$ cat src/rtl/ahfp_pkg.sv
// ahfp_pkg: shared defaults, bias and special-value pack helpers for the pipelined FP adder
package ahfp_pkg;
  localparam int EXP_W_DEF = 8;
  localparam int MAN_W_DEF = 23;
  function automatic int ext_w(int mw);
    return mw + 4;
  endfunction
  function automatic int bias(int ew);
    return (1 << (ew - 1)) - 1;
  endfunction
  function automatic logic [63:0] zero_bits(int ew, int mw, logic s);
    return {63'd0, s} << (ew + mw);
  endfunction
  function automatic logic [63:0] inf_bits(int ew, int mw, logic s);
    return ({63'd0, s} << (ew + mw)) | (((64'd1 << ew) - 64'd1) << mw);
  endfunction
  function automatic logic [63:0] qnan_bits(int ew, int mw);
    return ((64'd1 << (ew + 1)) - 64'd1) << (mw - 1);
  endfunction
endpackage

$ cat src/rtl/ahfp_lzc.sv
// ahfp_lzc: combinational leading-zero counter, returns W when the input is all zeros
module ahfp_lzc #(
  parameter int W = 27,
  localparam int CW = $clog2(W + 1)
) (
  input  logic [W-1:0]  a,
  output logic [CW-1:0] cnt
);
  always_comb begin
    cnt = CW'(W);
    for (int i = 0; i < W; i++) cnt = a[i] ? CW'(W - 1 - i) : cnt;
  end
endmodule

$ cat src/rtl/ahfp_add_pipe.sv
// ahfp_add_pipe: four-stage round-to-nearest-even floating-point adder/subtractor with clk_en stall
module ahfp_add_pipe
  import ahfp_pkg::*;
#(
  parameter int EXP_W = EXP_W_DEF,
  parameter int MAN_W = MAN_W_DEF
) (
  input  logic                   clk,
  input  logic                   reset_n,
  input  logic                   clk_en,
  input  logic                   start,
  input  logic                   n,
  input  logic [EXP_W+MAN_W:0]   dataa,
  input  logic [EXP_W+MAN_W:0]   datab,
  output logic [EXP_W+MAN_W:0]   result,
  output logic                   done
);
  localparam int W = 1 + EXP_W + MAN_W;
  localparam int M = ext_w(MAN_W);
  localparam int EW = EXP_W + 1;
  localparam int LW = $clog2(M + 1);
  localparam logic [EXP_W-1:0] EONES = '1;
  localparam logic [EXP_W-1:0] FAR = EXP_W'(M - 1);
  localparam logic [EW-1:0] EMAX = {1'b0, EONES};
  localparam logic [W-1:0] QNAN = W'(qnan_bits(EXP_W, MAN_W));
  typedef struct packed {
    logic v; logic s; logic sub; logic [EXP_W-1:0] e; logic [M-1:0] ml; logic [M-1:0] al; logic spec; logic [W-1:0] sv;
  } s1_t;
  typedef struct packed {
    logic v; logic s; logic [EXP_W-1:0] e; logic [M:0] m; logic spec; logic [W-1:0] sv;
  } s2_t;
  typedef struct packed {
    logic v; logic s; logic uf; logic [EW-1:0] e; logic [M-1:0] m; logic spec; logic [W-1:0] sv;
  } s3_t;
  s1_t s1_d, s1_q;
  s2_t s2_d, s2_q;
  s3_t s3_d, s3_q;
  logic [W-1:0] result_d, result_q;
  logic done_d, done_q;
  logic sa, sb, za, zb, na, nb, ia, ib, swap;
  logic [EXP_W-1:0] ea, eb, dexp;
  logic [MAN_W-1:0] fa, fb;
  logic [M-1:0] ms;
  logic [LW-1:0] lz;
  logic [EW-1:0] lze, e2, sh, ef;
  logic [MAN_W:0] fr;
  always_comb begin
    sa = dataa[W-1];
    sb = datab[W-1] ^ n;
    ea = dataa[W-2:MAN_W];
    eb = datab[W-2:MAN_W];
    za = ea == '0;
    zb = eb == '0;
    fa = za ? '0 : dataa[MAN_W-1:0];
    fb = zb ? '0 : datab[MAN_W-1:0];
    na = ea == EONES && fa != '0;
    nb = eb == EONES && fb != '0;
    ia = ea == EONES && fa == '0;
    ib = eb == EONES && fb == '0;
    swap = {eb, fb} > {ea, fa};
    ms = swap ? {~za, fa, 3'b000} : {~zb, fb, 3'b000};
    dexp = swap ? eb - ea : ea - eb;
    s1_d.v = start;
    s1_d.s = swap ? sb : sa;
    s1_d.sub = sa ^ sb;
    s1_d.e = swap ? eb : ea;
    s1_d.ml = swap ? {~zb, fb, 3'b000} : {~za, fa, 3'b000};
    s1_d.al = dexp >= FAR ? {{(M-1){1'b0}}, |ms}
            : (ms >> dexp) | {{(M-1){1'b0}}, |(ms & ~({M{1'b1}} << dexp))};
    s1_d.spec = na | nb | ia | ib;
    s1_d.sv = (na | nb | (ia & ib & (sa ^ sb))) ? QNAN : W'(inf_bits(EXP_W, MAN_W, ia ? sa : sb));
  end
  always_comb begin
    s2_d.v = s1_q.v;
    s2_d.e = s1_q.e;
    s2_d.m = s1_q.sub ? {1'b0, s1_q.ml} - {1'b0, s1_q.al} : {1'b0, s1_q.ml} + {1'b0, s1_q.al};
    s2_d.s = (s1_q.sub && s2_d.m == '0) ? 1'b0 : s1_q.s;
    s2_d.spec = s1_q.spec;
    s2_d.sv = s1_q.sv;
  end
  ahfp_lzc #(.W(M)) u_lzc (.a(s2_q.m[M-1:0]), .cnt(lz));
  always_comb begin
    e2 = {1'b0, s2_q.e};
    lze = EW'(lz);
    sh = lze < e2 ? lze : e2 - 1'b1;
    s3_d.v = s2_q.v;
    s3_d.s = s2_q.s;
    s3_d.uf = !s2_q.m[M] && lze >= e2 && s2_q.m != '0;
    s3_d.e = s2_q.m[M] ? e2 + 1'b1 : e2 - sh;
    s3_d.m = s2_q.m[M] ? {s2_q.m[M:2], s2_q.m[1] | s2_q.m[0]} : s2_q.m[M-1:0] << sh;
    s3_d.spec = s2_q.spec;
    s3_d.sv = s2_q.sv;
  end
  always_comb begin
    fr = {1'b0, s3_q.m[M-2:3]} + {{MAN_W{1'b0}}, s3_q.m[2] & (s3_q.m[1] | s3_q.m[0] | s3_q.m[3])};
    ef = s3_q.e + {{(EW-1){1'b0}}, fr[MAN_W]};
    result_d = s3_q.spec ? s3_q.sv
             : s3_q.uf ? '0
             : !s3_q.m[M-1] ? W'(zero_bits(EXP_W, MAN_W, s3_q.s))
             : ef >= EMAX ? W'(inf_bits(EXP_W, MAN_W, s3_q.s))
             : {s3_q.s, ef[EXP_W-1:0], fr[MAN_W-1:0]};
    done_d = s3_q.v;
  end
  always_ff @(posedge clk) begin
    if (!reset_n) begin
      s1_q <= '0;
      s2_q <= '0;
      s3_q <= '0;
      result_q <= '0;
      done_q <= 1'b0;
    end else if (clk_en) begin
      s1_q <= s1_d;
      s2_q <= s2_d;
      s3_q <= s3_d;
      result_q <= result_d;
      done_q <= done_d;
    end
  end
  assign result = result_q;
  assign done = done_q;
endmodule

$ cat config.mk
export PLATFORM = sky130hd
export DESIGN_NAME = ahfp_add_pipe
export DESIGN_NICKNAME = d
export VERILOG_FILES = /design/src/rtl/ahfp_pkg.sv /design/src/rtl/ahfp_lzc.sv /design/src/rtl/ahfp_add_pipe.sv
export SDC_FILE = /design/constraint.sdc
export NUM_CORES = 1
export LEC_CHECK = 0
export ABC_CLOCK_PERIOD_IN_PS = 7500
export BUFFER_PORTS_ARGS = -buffer_cell sky130_fd_sc_hd__buf_2
export CAP_MARGIN = 20
export CORE_UTILIZATION = 50
export CTS_CLUSTER_SIZE = 14
export DETAILED_ROUTE_END_ITERATION = 8
export PLACE_DENSITY = 0.77
export SLEW_MARGIN = 5
export SYNTH_ARGS = -nofsm -noshare
export SYNTH_HDL_FRONTEND = slang
export SYNTH_SLANG_ARGS = --single-unit
$ cat constraint.sdc
create_clock -name clk -period 7.5 [get_ports clk]
set_input_delay 1.125 -clock clk [delete_from_list [all_inputs] [get_ports clk]]
set_output_delay 1.125 -clock clk [all_outputs]
set_load 0.01 [all_outputs]
==> out/metrics.yaml <==
yosys:
  synth_top_family_by_area: "compound AO/OA/AOI/OAI gates"
  avgSynthCellArea_um2: 7.62
  synth_xor_area_share_pct: 5.97
  synthesis.area_mm2: 0.0160
  synth_edf_count: 0
  synth.area.mux_share_pct: 13.4
  yosys.area.top_type: "dfxtp_1"
  synth_area_leaders: "dfxtp_1 23%, mux2i_1 9.9%, ha_1 6.4%"
  synthArstFlopShare_pct: 0
  synth_nets: 2254
  synth.most_common_cell: "nor2_1"
  synthAdderAreaFrac_pct: 6.79
  ys_ff_latch: 184
  synthSimpleGateAreaFrac_pct: 21.4
  netlist.area_leader.share_pct: 23.0
  synth_compound_area_share_pct: 23.2
  yosys.cell_types.count: 94
  yosys_warnings: 0
  synth_flop_cell: "dfxtp_1"
  synth_commonest_cells: "241 x nor2_1, 226 x nand2_1, 184 x dfxtp_1"
  yosysSeqAreaShare_pct: 23.0
  synthCells: 2100
layout:
  layout-drive-gt1-share_pct: 11.6
  nets: 2258
  postLayoutCellArea_mm2: 0.0173
  syn_to_final_growth_pct: 7.94
  diodes: 0
  final_cells: 2519
cts:
  cts_tree: "done"
  root_buffer: "clkbuf_16"
  numCtsBuffers: 17
  cts_resized: 0
  insertion_delay_ns: 0.45
  cts_buffer_depth: 2
  cts_hold_buffers: 0
  clkTransAtPathRegs_ns: 0.08
  htree_levels: 4
  cts_setup_buffers: 0
  cts.sinks: 184
timing:
  rsz0062_at_grt: "no"
  post-route-min-period_ns: 5.98
  slew_viol_final: 0
  setup_viol: 0
  tightest_slew_ns: 1.12
  fin_skew_ns: 0.0103
  hold_violations: 0
  fin_tns_setup_ns: 0
  hold_ws_ns: 0.461
  min_period_over_period_pct: 79.8
  slew_headroom_pct: 25.4
  fmax_mhz: 167
floorplanning:
  start_util_pct: 50.7
  core_mm2: 0.0316
  dieWidth_um: 181
  ios: 102
  die_h_um: 181
  die_area_mm2: 0.0327
  rows: 65
detailed_routing:
  ant_nets: 0
  wl_per_cell_um: 21.4
  routed_via_density: 6.34
  wl_mm: 53.9
  vias: 15968
  drcViolationCount: 0
  drtIter0Drc: 1313
  dr.pass1.iters: 6
job:
  max-cap-violations: 0
setup_path:
  arrival_ns: 6.32
  r2r_slack_ns: 1.75
  required_ns: 7.84
  crit_chain: "buf_2 -> nor4_1 -> nand2_1 -> buf_4 -> nand2_1 -> inv_1 -> ha_1 -> nand4_1 -> nor4_2 -> o21ai_1 -> or2_1 -> a21oi_4 -> buf_12 -> mux2i_2 -> buf_4 -> nand2_1 -> a31oi_1 -> o2111a_1 -> nand4_1 -> a2111oi_2 -> a21oi_1"
  worst-setup-path-type: "in2reg"
  cp_max_fo: 69
  slowest_stage: "or2_1"
  reg2regPathDepth: 28
  cp-end-kind: "flop"
  cpPeakStageDelay_ns: 0.39
  cp-start-kind: "primary input"
  cpMostUsedCell: "nand2_1"
placed_design:
  gp_congestion: 1.04
  placed_cell_area_mm2: 0.0166
  dp.cells: 2487
  portBuffers: 101
  dp_hpwl_mm: 41.3
run_status:
  outcome: "completed"
power:
  p_comb_share_pct: 63.9
  power.switching_mw: 3.07
  power_leakage_nw: 7.26
  p_int_mw: 3.10
  vdd_drop_max_uv: 487
  swShare_pct: 49.8
  clock_power_share_pct: 15.2
  power.density_mw_per_mm2: 358
  seqPwrFrac_pct: 20.9
global_routing:
  grt_pass1_vias: 15097
  grt_max_degree: 89
  track_usage_pct: 32.3
  antenna_found_initial: 2
  grt_overflow_total: 0
  grt_pass1_wl_mm: 83.9
worst_hold_path:
  min_path_type: "reg2reg"
  hold_path_depth: 2
## metrics by stage
step | util, % | power, mW | worst slack [ns]
final | 54.7 | 6.18 | 1.52
after global routing | 54.7 | 6.56 | 1.05
after CTS | 54.7 | 6.09 | 1.60
after detailed placement | 52.7 | 5.13 | 1.15
after global placement | 52.7 | 5.11 | 1.16
after floorplan | - | 4.23 | 2.12
## kinds of logic (layout without fill, tap and decap cells)
kind of cell / Yosys count / after routing
muxes: 194 / 194
and+or+nand+nor: 746 / 746
buffers and inverters: 233 / 250
xor gates and xnor gates: 100 / 100
AOI/OAI and AO/OA: 558 / 558
DFF: 184 / 184
adders and majority gates: 85 / 85
## power groups by stage
stage	clock network, mW	logic (mW)	registers, mW
2_1_floorplan	0	3.02	1.21
3_5_place_dp	0	3.83	1.30
3_3_place_gp	0	3.81	1.30
6_report	0.937	3.95	1.29
4_1_cts	0.950	3.86	1.28
5_1_grt	0.991	4.26	1.31
## metal layers
layer	global-route usage, %	wire, µm	share of wire [%]
met1	38.7	22500	42
met5	0	23	0.043
met2	55.2	25200	47
met3	5.00	3220	6.0
met4	17.8	2940	5.5
## flip-flops by register name, indices dropped and copies added, names as in the netlist
signal and flops:
e2 8, s3_q 42, result 32, done_d 1
s1_q 66, done 1, s2_q 34
## worst paths after layout
| check | start | endpoint |
|---|---|---|
| min | result[16] | result[16] |
| max reg2reg | s2_q[34] | s3_q[68] |
| min reg2reg | result[16] | result[16] |
| max | datab[27] | s1_q[33] |
## layout by cell type (no fill, tap or decap), types with 24 or more instances in the layout
cell        n
mux2i_1   157
o21ai_0   128
xnor2_1    64
a211oi_1   34
nor2_1    241
nor3_1     52
ha_1       82
buf_2     100
nand3_1    58
o211ai_1   37
a21oi_1   131
nand2_1   226
a31oi_1    24
inv_1      82
dfxtp_1   184
and3_1     24
xor2_1     30
buf_4      31
## critical path, delay by kind of cell
family                   cells  cell delay (ns)
AO/OA/AOI/OAI                6             1.30
multiplexers                 1             0.25
buffers and inverters        5             1.27
AND/OR/NAND/NOR              8             2.00
adder cells (fa/ha/maj)      1             0.32
## area by class of cell
type	instances	area [µm²]
fillers	2988	14300
multi-input cells	1683	11300
inverters	84	318
clock inverters	15	200
repair buffers	134	787
well taps	402	503
flip-flops and latches	184	3680
clock buffers	17	425
Power figures use the tool's default switching activity.
